<file path="src/rtl/spi_flash_rd_if.sv">
// Bundles the flash-read controller's three handshakes: the request side,
// the SPI byte engine side and the read-data stream to the consumer.
// Ports:
//   request : req_i, req_addr_i, req_len_i -> busy_o, done_o
//   engine  : cs_n_o, tx_byte_o, tx_byte_valid_o <- ready_i, rx_byte_i, rx_byte_valid_i
//   stream  : rd_data_o, rd_valid_o <- rd_ready_i
// master is the controller's view; slave is the view of everything around it.
interface spi_flash_rd_if #(
  parameter int LEN_W = 16
);
  // request side
  logic             req_i;
  logic [23:0]      req_addr_i;
  logic [LEN_W-1:0] req_len_i;
  logic             busy_o;
  logic             done_o;

  // SPI byte engine side
  logic             cs_n_o;
  logic [7:0]       tx_byte_o;
  logic             tx_byte_valid_o;
  logic             ready_i;
  logic [7:0]       rx_byte_i;
  logic             rx_byte_valid_i;

  // read data stream
  logic [7:0]       rd_data_o;
  logic             rd_valid_o;
  logic             rd_ready_i;

  modport master (
    input  req_i, req_addr_i, req_len_i,
    output busy_o, done_o,
    output cs_n_o, tx_byte_o, tx_byte_valid_o,
    input  ready_i, rx_byte_i, rx_byte_valid_i,
    output rd_data_o, rd_valid_o,
    input  rd_ready_i
  );

  modport slave (
    output req_i, req_addr_i, req_len_i,
    input  busy_o, done_o,
    input  cs_n_o, tx_byte_o, tx_byte_valid_o,
    output ready_i, rx_byte_i, rx_byte_valid_i,
    input  rd_data_o, rd_valid_o,
    output rd_ready_i
  );
endinterface

</file>
<file path="src/rtl/spi_flash_rd.sv">
// SPI flash read sequencer: sends CMD_RD + 24-bit address, then clocks dummy bytes to read req_len bytes.
// Latency: request accepted on the clock edge it is seen in IDLE; done_o one cycle after the last data byte returns.
// Backpressure: one byte in flight at a time; no new dummy byte is issued while rd_valid_o is held.
// Ports: clk, rst (synchronous, active-high); bus (spi_flash_rd_if.master) carries the request,
//        byte-engine and read-data handshakes.
module spi_flash_rd #(
  parameter logic [7:0] CMD_RD = 8'h03,
  parameter int         LEN_W  = 16
) (
  input  logic           clk,
  input  logic           rst,
  spi_flash_rd_if.master bus
);

  localparam logic [2:0] S_IDLE = 3'd0;
  localparam logic [2:0] S_CMD  = 3'd1;
  localparam logic [2:0] S_ADDR = 3'd2;
  localparam logic [2:0] S_DATA = 3'd3;
  localparam logic [2:0] S_DONE = 3'd4;

  localparam logic [LEN_W-1:0] LEN_ONE  = {{(LEN_W-1){1'b0}}, 1'b1};
  localparam logic [LEN_W-1:0] LEN_ZERO = '0;

  logic [2:0]       state;
  logic [2:0]       state_nxt;
  logic [23:0]      addr;
  logic [LEN_W-1:0] remain;
  logic [1:0]       addr_idx;
  logic             pending;
  logic [7:0]       rd_data;
  logic             rd_valid;
  logic [7:0]       tx_byte;

  logic             in_xfer;
  logic             accept;
  logic             issue;
  logic             rx_take;
  logic             data_rx;
  logic             last_data;

  // CS is owned here for the whole CMD..DATA window, regardless of the
  // engine's own per-byte framing.
  assign in_xfer   = (state == S_CMD) || (state == S_ADDR) || (state == S_DATA);

  // A held read byte blocks acceptance so the old stream never mixes
  // with a new one.
  assign accept    = (state == S_IDLE) && bus.req_i && !rd_valid;

  // Stray engine strobes (nothing outstanding) are ignored.
  assign rx_take   = in_xfer && pending && bus.rx_byte_valid_i;
  assign data_rx   = (state == S_DATA) && rx_take;
  assign last_data = (remain == LEN_ONE);

  // In DATA, the next dummy byte waits for the consumer to drain the
  // previous one; that is the only point where SPI traffic stalls.
  assign issue     = in_xfer && bus.ready_i && !pending &&
                     !((state == S_DATA) && rd_valid);

  always_comb begin
    state_nxt = state;
    case (state)
      S_IDLE: begin
        if (accept) begin
          state_nxt = (bus.req_len_i == LEN_ZERO) ? S_DONE : S_CMD;
        end
      end
      S_CMD: begin
        if (rx_take) begin
          state_nxt = S_ADDR;
        end
      end
      S_ADDR: begin
        if (rx_take && (addr_idx == 2'd2)) begin
          state_nxt = S_DATA;
        end
      end
      S_DATA: begin
        if (rx_take && last_data) begin
          state_nxt = S_DONE;
        end
      end
      S_DONE: begin
        state_nxt = S_IDLE;
      end
      default: begin
        state_nxt = S_IDLE;
      end
    endcase
  end

  // Outgoing byte: opcode, address MSB first, then zero dummies.
  always_comb begin
    tx_byte = 8'h00;
    case (state)
      S_CMD: begin
        tx_byte = CMD_RD;
      end
      S_ADDR: begin
        case (addr_idx)
          2'd0:    tx_byte = addr[23:16];
          2'd1:    tx_byte = addr[15:8];
          default: tx_byte = addr[7:0];
        endcase
      end
      default: begin
        tx_byte = 8'h00;
      end
    endcase
  end

  always_ff @(posedge clk) begin
    if (rst) begin
      state    <= S_IDLE;
      addr     <= 24'h000000;
      remain   <= LEN_ZERO;
      addr_idx <= 2'd0;
      pending  <= 1'b0;
      rd_data  <= 8'h00;
      rd_valid <= 1'b0;
    end else begin
      state <= state_nxt;

      if (accept) begin
        addr     <= bus.req_addr_i;
        remain   <= bus.req_len_i;
        addr_idx <= 2'd0;
      end

      // issue and rx_take are mutually exclusive: issue needs pending=0,
      // rx_take needs pending=1.
      if (issue) begin
        pending <= 1'b1;
      end else if (rx_take) begin
        pending <= 1'b0;
      end

      if ((state == S_ADDR) && rx_take) begin
        addr_idx <= addr_idx + 2'd1;
      end

      if (data_rx) begin
        remain  <= remain - LEN_ONE;
        rd_data <= bus.rx_byte_i;
      end

      // A data byte can only arrive while rd_valid is low (issue is gated
      // on it), so load and handshake-clear never collide.
      if (data_rx) begin
        rd_valid <= 1'b1;
      end else if (rd_valid && bus.rd_ready_i) begin
        rd_valid <= 1'b0;
      end
    end
  end

  assign bus.busy_o          = (state != S_IDLE);
  assign bus.done_o          = (state == S_DONE);
  assign bus.cs_n_o          = !in_xfer;
  assign bus.tx_byte_o       = tx_byte;
  assign bus.tx_byte_valid_o = issue;
  assign bus.rd_data_o       = rd_data;
  assign bus.rd_valid_o      = rd_valid;

endmodule

</file>
<file path="src/flat_wrapper.sv">
// flat-port wrapper written by rule: the top's interface ports become plain ports
module spi_flash_rd_flat 
#(
  parameter logic [7:0] CMD_RD = 8'h03,
  parameter int         LEN_W  = 16
)
  (clk, rst, bus_req_i, bus_req_addr_i, bus_req_len_i, bus_busy_o, bus_done_o, bus_cs_n_o, bus_tx_byte_o, bus_tx_byte_valid_o, bus_ready_i, bus_rx_byte_i, bus_rx_byte_valid_i, bus_rd_data_o, bus_rd_valid_o, bus_rd_ready_i);
  spi_flash_rd_if #(.LEN_W(LEN_W)) bus_i ();
  input  logic clk;
  input  logic rst;
  input wire logic [$bits(bus_i.req_i)-1:0] bus_req_i;
  input wire logic [$bits(bus_i.req_addr_i)-1:0] bus_req_addr_i;
  input wire logic [$bits(bus_i.req_len_i)-1:0] bus_req_len_i;
  output wire logic [$bits(bus_i.busy_o)-1:0] bus_busy_o;
  output wire logic [$bits(bus_i.done_o)-1:0] bus_done_o;
  output wire logic [$bits(bus_i.cs_n_o)-1:0] bus_cs_n_o;
  output wire logic [$bits(bus_i.tx_byte_o)-1:0] bus_tx_byte_o;
  output wire logic [$bits(bus_i.tx_byte_valid_o)-1:0] bus_tx_byte_valid_o;
  input wire logic [$bits(bus_i.ready_i)-1:0] bus_ready_i;
  input wire logic [$bits(bus_i.rx_byte_i)-1:0] bus_rx_byte_i;
  input wire logic [$bits(bus_i.rx_byte_valid_i)-1:0] bus_rx_byte_valid_i;
  output wire logic [$bits(bus_i.rd_data_o)-1:0] bus_rd_data_o;
  output wire logic [$bits(bus_i.rd_valid_o)-1:0] bus_rd_valid_o;
  input wire logic [$bits(bus_i.rd_ready_i)-1:0] bus_rd_ready_i;
  assign bus_i.req_i = bus_req_i;
  assign bus_i.req_addr_i = bus_req_addr_i;
  assign bus_i.req_len_i = bus_req_len_i;
  assign bus_busy_o = bus_i.busy_o;
  assign bus_done_o = bus_i.done_o;
  assign bus_cs_n_o = bus_i.cs_n_o;
  assign bus_tx_byte_o = bus_i.tx_byte_o;
  assign bus_tx_byte_valid_o = bus_i.tx_byte_valid_o;
  assign bus_i.ready_i = bus_ready_i;
  assign bus_i.rx_byte_i = bus_rx_byte_i;
  assign bus_i.rx_byte_valid_i = bus_rx_byte_valid_i;
  assign bus_rd_data_o = bus_i.rd_data_o;
  assign bus_rd_valid_o = bus_i.rd_valid_o;
  assign bus_i.rd_ready_i = bus_rd_ready_i;
  spi_flash_rd #(.CMD_RD(CMD_RD), .LEN_W(LEN_W)) u_core (.clk(clk), .rst(rst), .bus(bus_i));
endmodule
</file>
<file path="config.mk">
export PLATFORM = sky130hd
export DESIGN_NAME = spi_flash_rd_flat
export DESIGN_NICKNAME = d
export VERILOG_FILES = /design/src/rtl/spi_flash_rd_if.sv /design/src/rtl/spi_flash_rd.sv /design/src/flat_wrapper.sv
export SDC_FILE = /design/constraint.sdc
export NUM_CORES = 1
export LEC_CHECK = 0
export ABC_CLOCK_PERIOD_IN_PS = 6100
export BUFFER_PORTS_ARGS = -buffer_cell sky130_fd_sc_hd__buf_2
export CORE_AREA = 2 2 84 86
export CTS_CLUSTER_DIAMETER = 40
export CTS_CLUSTER_SIZE = 12
export DETAILED_ROUTE_END_ITERATION = 10
export DIE_AREA = 0 0 86 88
export GPL_ROUTABILITY_DRIVEN = 0
export PLACE_DENSITY_LB_ADDON = 0.2
export SLEW_MARGIN = 20
export SYNTH_ARGS = -nofsm -noshare
export SYNTH_HDL_FRONTEND = slang
export SYNTH_SLANG_ARGS = --single-unit
</file>
<file path="constraint.sdc">
create_clock -name clk -period 6.1 [get_ports clk]
set_clock_uncertainty 0.2 [all_clocks]
set_input_delay 1.22 -clock clk [delete_from_list [all_inputs] [get_ports clk]]
set_output_delay 1.22 -clock clk [all_outputs]
set_load 0.03 [all_outputs]
</file>
After elaboration in Yosys (flattened, before gate mapping)
Cells that the tools add are included.
{"block": "word_totals", "reg_bits": 55, "latchBits": 0, "mem_bits_rw": 0, "romBits": 0, "inputBits": 54, "output_inout_bits": 21, "wordCells": 64, "n_memories": 0}
{"block": "op_classes", "addsub": 2, "multipliers": 0, "div": 0, "order_cmp": 0, "n_eq_ne": 11, "shifts": 0, "n_mux": 16, "bitwise": 0, "reduce_logical": 28}
{"cell": "16-bit 2-to-1 mux", "count": 2}
{"cell": "8-bit case mux with 2 select lines", "count": 2}
{"cell": "16-bit by 1-bit equality test with 1-bit output (second input constant)", "count": 1}
{"cell": "16-bit logical NOT", "count": 1}
{"cell": "16-bit by 1-bit subtractor with 16-bit output (second input constant)", "count": 1}
{"cell": "3-bit 2-to-1 mux", "count": 5}
{"cell": "1-bit logical AND", "count": 13}
{"cell": "3-bit case mux with 4 select lines", "count": 1}
{"cell": "2-bit nonzero test", "count": 4}
{"cell": "3-bit by 2-bit equality test with 1-bit output (second input constant)", "count": 2}
{"cell": "1-bit logical NOT", "count": 4}
{"cell": "1-bit 2-to-1 mux", "count": 4}
{"cell": "2-bit 2-to-1 mux", "count": 2}
{"cell": "2-bit by 1-bit != test with 1-bit output (second input constant)", "count": 2}
{"cell": "2-bit != test (second input constant)", "count": 2}
{"cell": "4-bit AND reduction", "count": 1}
{"cell": "3-bit by 1-bit equality test with 1-bit output (second input constant)", "count": 1}
{"cell": "3-bit equality test (second input constant)", "count": 1}
{"cell": "3-bit logical NOT", "count": 1}
{"cell": "3-bit nonzero test", "count": 1}
{"cell": "2-bit by 1-bit adder with 2-bit output (second input constant)", "count": 1}
{"cell": "2-bit by 1-bit equality test with 1-bit output (second input constant)", "count": 1}
{"cell": "2-bit equality test (second input constant)", "count": 1}
{"cell": "2-bit logical NOT", "count": 1}
{"cell": "1-bit logical OR", "count": 2}

Depth between registers and ports, before layout
{"block": "logic_depth", "ltp_word": 8, "mapped_depth": 8, "ltp_nobuf": 7}

Worst setup path after synthesis
No wires, ideal clock.
{"block": "synth_timing", "path_type": "reg2out", "from": "register u_core.addr_idx[0]", "to": "output port bus_tx_byte_o[0]", "arrival_time_ps": 1777, "required_ps": 4680, "path_slack_ps": 2903, "path_stages_with_launch": 9, "n_path_buf": 1, "cell_sequence": "dfxtp_1 -> inv_1 -> ha_1 -> clkbuf_1 -> nor2_1 -> nand2_1 -> nand2_1 -> nand2_1 -> a21oi_1"}
{"block": "synth_between", "elab_chain_cells": 3}
{"item": "start: declaration", "line": "spi_flash_rd.sv:28", "rtl": "logic [1:0] addr_idx;"}
{"item": "start signal: assignment", "line": "spi_flash_rd.sv:138", "rtl": "addr_idx <= addr_idx + 2'd1;"}
{"item": "2-bit by 1-bit equality test with 1-bit output or 2-bit logical NOT (tied branches)", "line": "spi_flash_rd.sv:99", "rtl": "case (addr_idx)"}
{"item": "8-bit case mux with 2 select lines *", "line": "spi_flash_rd.sv:99"}
{"item": "8-bit case mux with 2 select lines *", "line": "spi_flash_rd.sv:94", "rtl": "case (state)"}
{"item": "end: declaration", "line": "flat_wrapper.sv:17", "rtl": "output wire logic [$bits(bus_i.tx_byte_o)-1:0] bus_tx_byte_o;"}
Mark *: on every way between the ends. The rest lies on a longest branch, timed or not.

Worst setup path in the final report
Same ends and word-level chain as after synthesis.

==> impl_metrics.yaml <==
placed_design:
  post-place-ws_ns: 2.55
  portBuffers: 74
  dpl_cell_area_um2: 3030
  hpwl_um: 4740
synth:
  syn_area_per_cell_um2: 7.53
  yosysUniqueCellTypes: 40
  yosysSeqAreaShare_pct: 41.8
  synth_nets: 409
  synth_area_leaders: "dfxtp_1 (42%), nand2_1 (13%), a21oi_1 (9.9%)"
  synth_ff_type: "dfxtp_1"
  synth_edf_count: 0
  synthesis.area_um2: 2630
  synth_most_common_cell: "nand2_1"
  ys_seq_elements: 55
  syn_inst: 350
  async_flop_share_pct: 0
  yosysTopAreaCell: "dfxtp_1"
  ys_warn_count: 0
  yosysTopAreaCellShare_pct: 41.8
  synth_common_cells: "nand2_1 (91), dfxtp_1 (55), a21oi_1 (52)"
floorplanning:
  coreArea_um2: 6640
  die_w_um: 86
  die_h_um: 88
  num_io_pins: 75
  start_util_pct: 39.6
  rows: 30
  dieArea_um2: 7570
cells_and_area:
  nets: 469
  final_core_util_pct: 47.9
  synthToLayoutAreaGrowth_pct: 20.8
  drive_gt1_share_pct: 22.6
  n_antenna_cell: 0
  final_area_um2: 3180
  fill_cells: 657
cts:
  cts.sinks: 55
  insertion_delay_ns: 0.30
  numCtsBuffers: 5
  cts_tree: "done"
  cts-htree-levels: 2
  post-cts-setup-buffers: 0
  clk_pin_slew_ns: 0.10
  hold_buffers: 0
  cts.root.buffer_cell: "clkbuf_8"
  clockBufferDepth: 2
  postCtsResizedCells: 0
route:
  ant_nets: 0
  first_pass_iters: 4
  via_per_inst: 5.31
  drc: 0
  routed_wl_um: 6650
  drt_iter0_drc: 191
  vias: 2608
  wl_per_cell_um: 13.5
sta:
  fin_crit_sh_pct: 58.1
  hold_violations: 0
  slew_viol_final: 0
  finalSetupViolCount: 0
  tightest_slew_ns: 1.05
  rsz0062_at_grt: "no"
  final.setup.worst_slack_ns: 2.56
  fin_crit_ns: 3.54
  fmax_mhz: 282
  maxSlewHeadroom_pct: 30.1
  setup_tns_ns: 0
grt:
  grt_overflow: 0
  track_usage_pct: 17.4
  grt_pass1_vias: 2215
  grt_pass1_wl_um: 10700
  grt_max_degree: 57
  grt_antenna_before_repair: 0
flow_run:
  maxCapViolations: 0
setup_path:
  r2r-start: "u_core.state[0]"
  r2r_setup_slack_ns: 3.60
  critPathLaunch: "u_core.addr_idx[0]"
  cp-start-kind: "flip-flop"
  required_ns: 4.68
  endpoint_kind: "output pin"
  arrival_ns: 2.12
  critPathKind: "flip-flop to output pin"
  cp_max_fo: 9
run_status:
  status: "finished, final reports clean"
worst_hold_path:
  min-delay-start: "u_core.bus.rd_data_o[1]"
  min_path_type: "flip-flop to flip-flop"
pwr:
  p_leak_nw: 1.29
  powerDensity_nw_per_um2: 248
  ir_drop_uv: 196
cell type report:
class                   count  area, um^2  area share [%]
clock buffers               6        72.6            2.28
clock inverters             2        60.1            1.89
inverters                   7        26.3           0.826
multi-input cells         264        1420            44.7
flip-flops and latches     55        1100            34.6
well taps                  80         100            3.15
repair buffers             77         399            12.5
registers in the layout (all words and copies together), names as in the netlist:
register / count
u_core.state: 3
u_core.bus.rd_valid_o: 1
u_core.pending: 1
u_core.bus.rd_data_o: 8
u_core.addr: 24
u_core.remain: 16
u_core.addr_idx: 2
power by group:
part	switching [mW]	internal, mW	total [mW]
combinational	0.0639	0.0477	0.112
clock	0.117	0.164	0.281
sequential	0.0172	0.378	0.395
stage by stage:
| step | hold WS, ns | cells | power, mW |
|---|---|---|---|
| after global placement | 0.240 | 482 | 0.512 |
| after floorplan | 0.236 | 350 | 0.475 |
| after global routing | 0.277 | 491 | 0.824 |
| after CTS | 0.260 | 490 | 0.794 |
| after detailed placement | 0.246 | 482 | 0.514 |
| final | 0.259 | 491 | 0.788 |
critical path, cell delays in order (launching register included):
cell     delay [ns]
dfxtp_1        0.37
inv_1          0.09
ha_1           0.33
nor2_1         0.42
nand2_1        0.10
nand2_1        0.09
nand2_1        0.06
a21oi_1        0.15
buf_2          0.22
layer usage:
metal  track usage (%)  routed length [um]  vias up
met5                 0                   0        -
met3              3.39                 382        6
met2              26.4                2980       67
met4              4.47                  65        0
met1              25.2                3220     1190
li1                  -                   -     1345
cells in the final DEF (no fill, tap or decap), types with 2 or more instances in the layout:
cell / Yosys / final
a21oi_1: 52 / 52
ha_1: 5 / 5
nand4_1: 3 / 3
a221oi_1: 3 / 3
buf_4: 1 / 2
a31oi_1: 6 / 6
buf_2: 0 / 74
dfxtp_1: 55 / 55
a22oi_1: 11 / 11
or2_2: 4 / 4
or4_1: 4 / 4
inv_1: 7 / 7
nor3b_1: 2 / 2
clkbuf_8: 0 / 6
o211ai_1: 3 / 3
or3_1: 4 / 4
nor2_1: 24 / 24
nor3_1: 7 / 7
nand3_1: 9 / 9
bufinv_16: 0 / 2
o311ai_0: 3 / 3
and2_1: 2 / 2
nor2b_1: 2 / 2
nand2b_1: 6 / 6
nand2_1: 91 / 91
nor4_1: 5 / 5
mux2i_1: 2 / 2
cells by family (layout without fill, tap and decap cells):
kind of cell / Yosys count / count (layout) / share of synthesized area [%]
compound gates: 87 / 87 / 20.0
fa+ha+maj: 5 / 5 / 2.38
buf+inv: 31 / 92 / 4.56
flops: 55 / 55 / 41.8
mux: 2 / 2 / 0.760
simple gates: 170 / 170 / 30.5
path summary, 6_finish.rpt:
kind	to	cells past startpoint
max	bus_tx_byte_o[0]	8
min	u_core.bus.rd_data_o[1]	2
max reg2reg	u_core.remain[0]	5
min reg2reg	u_core.bus.rd_data_o[1]	2
No activity file was read; power rests on OpenSTA's default activity.
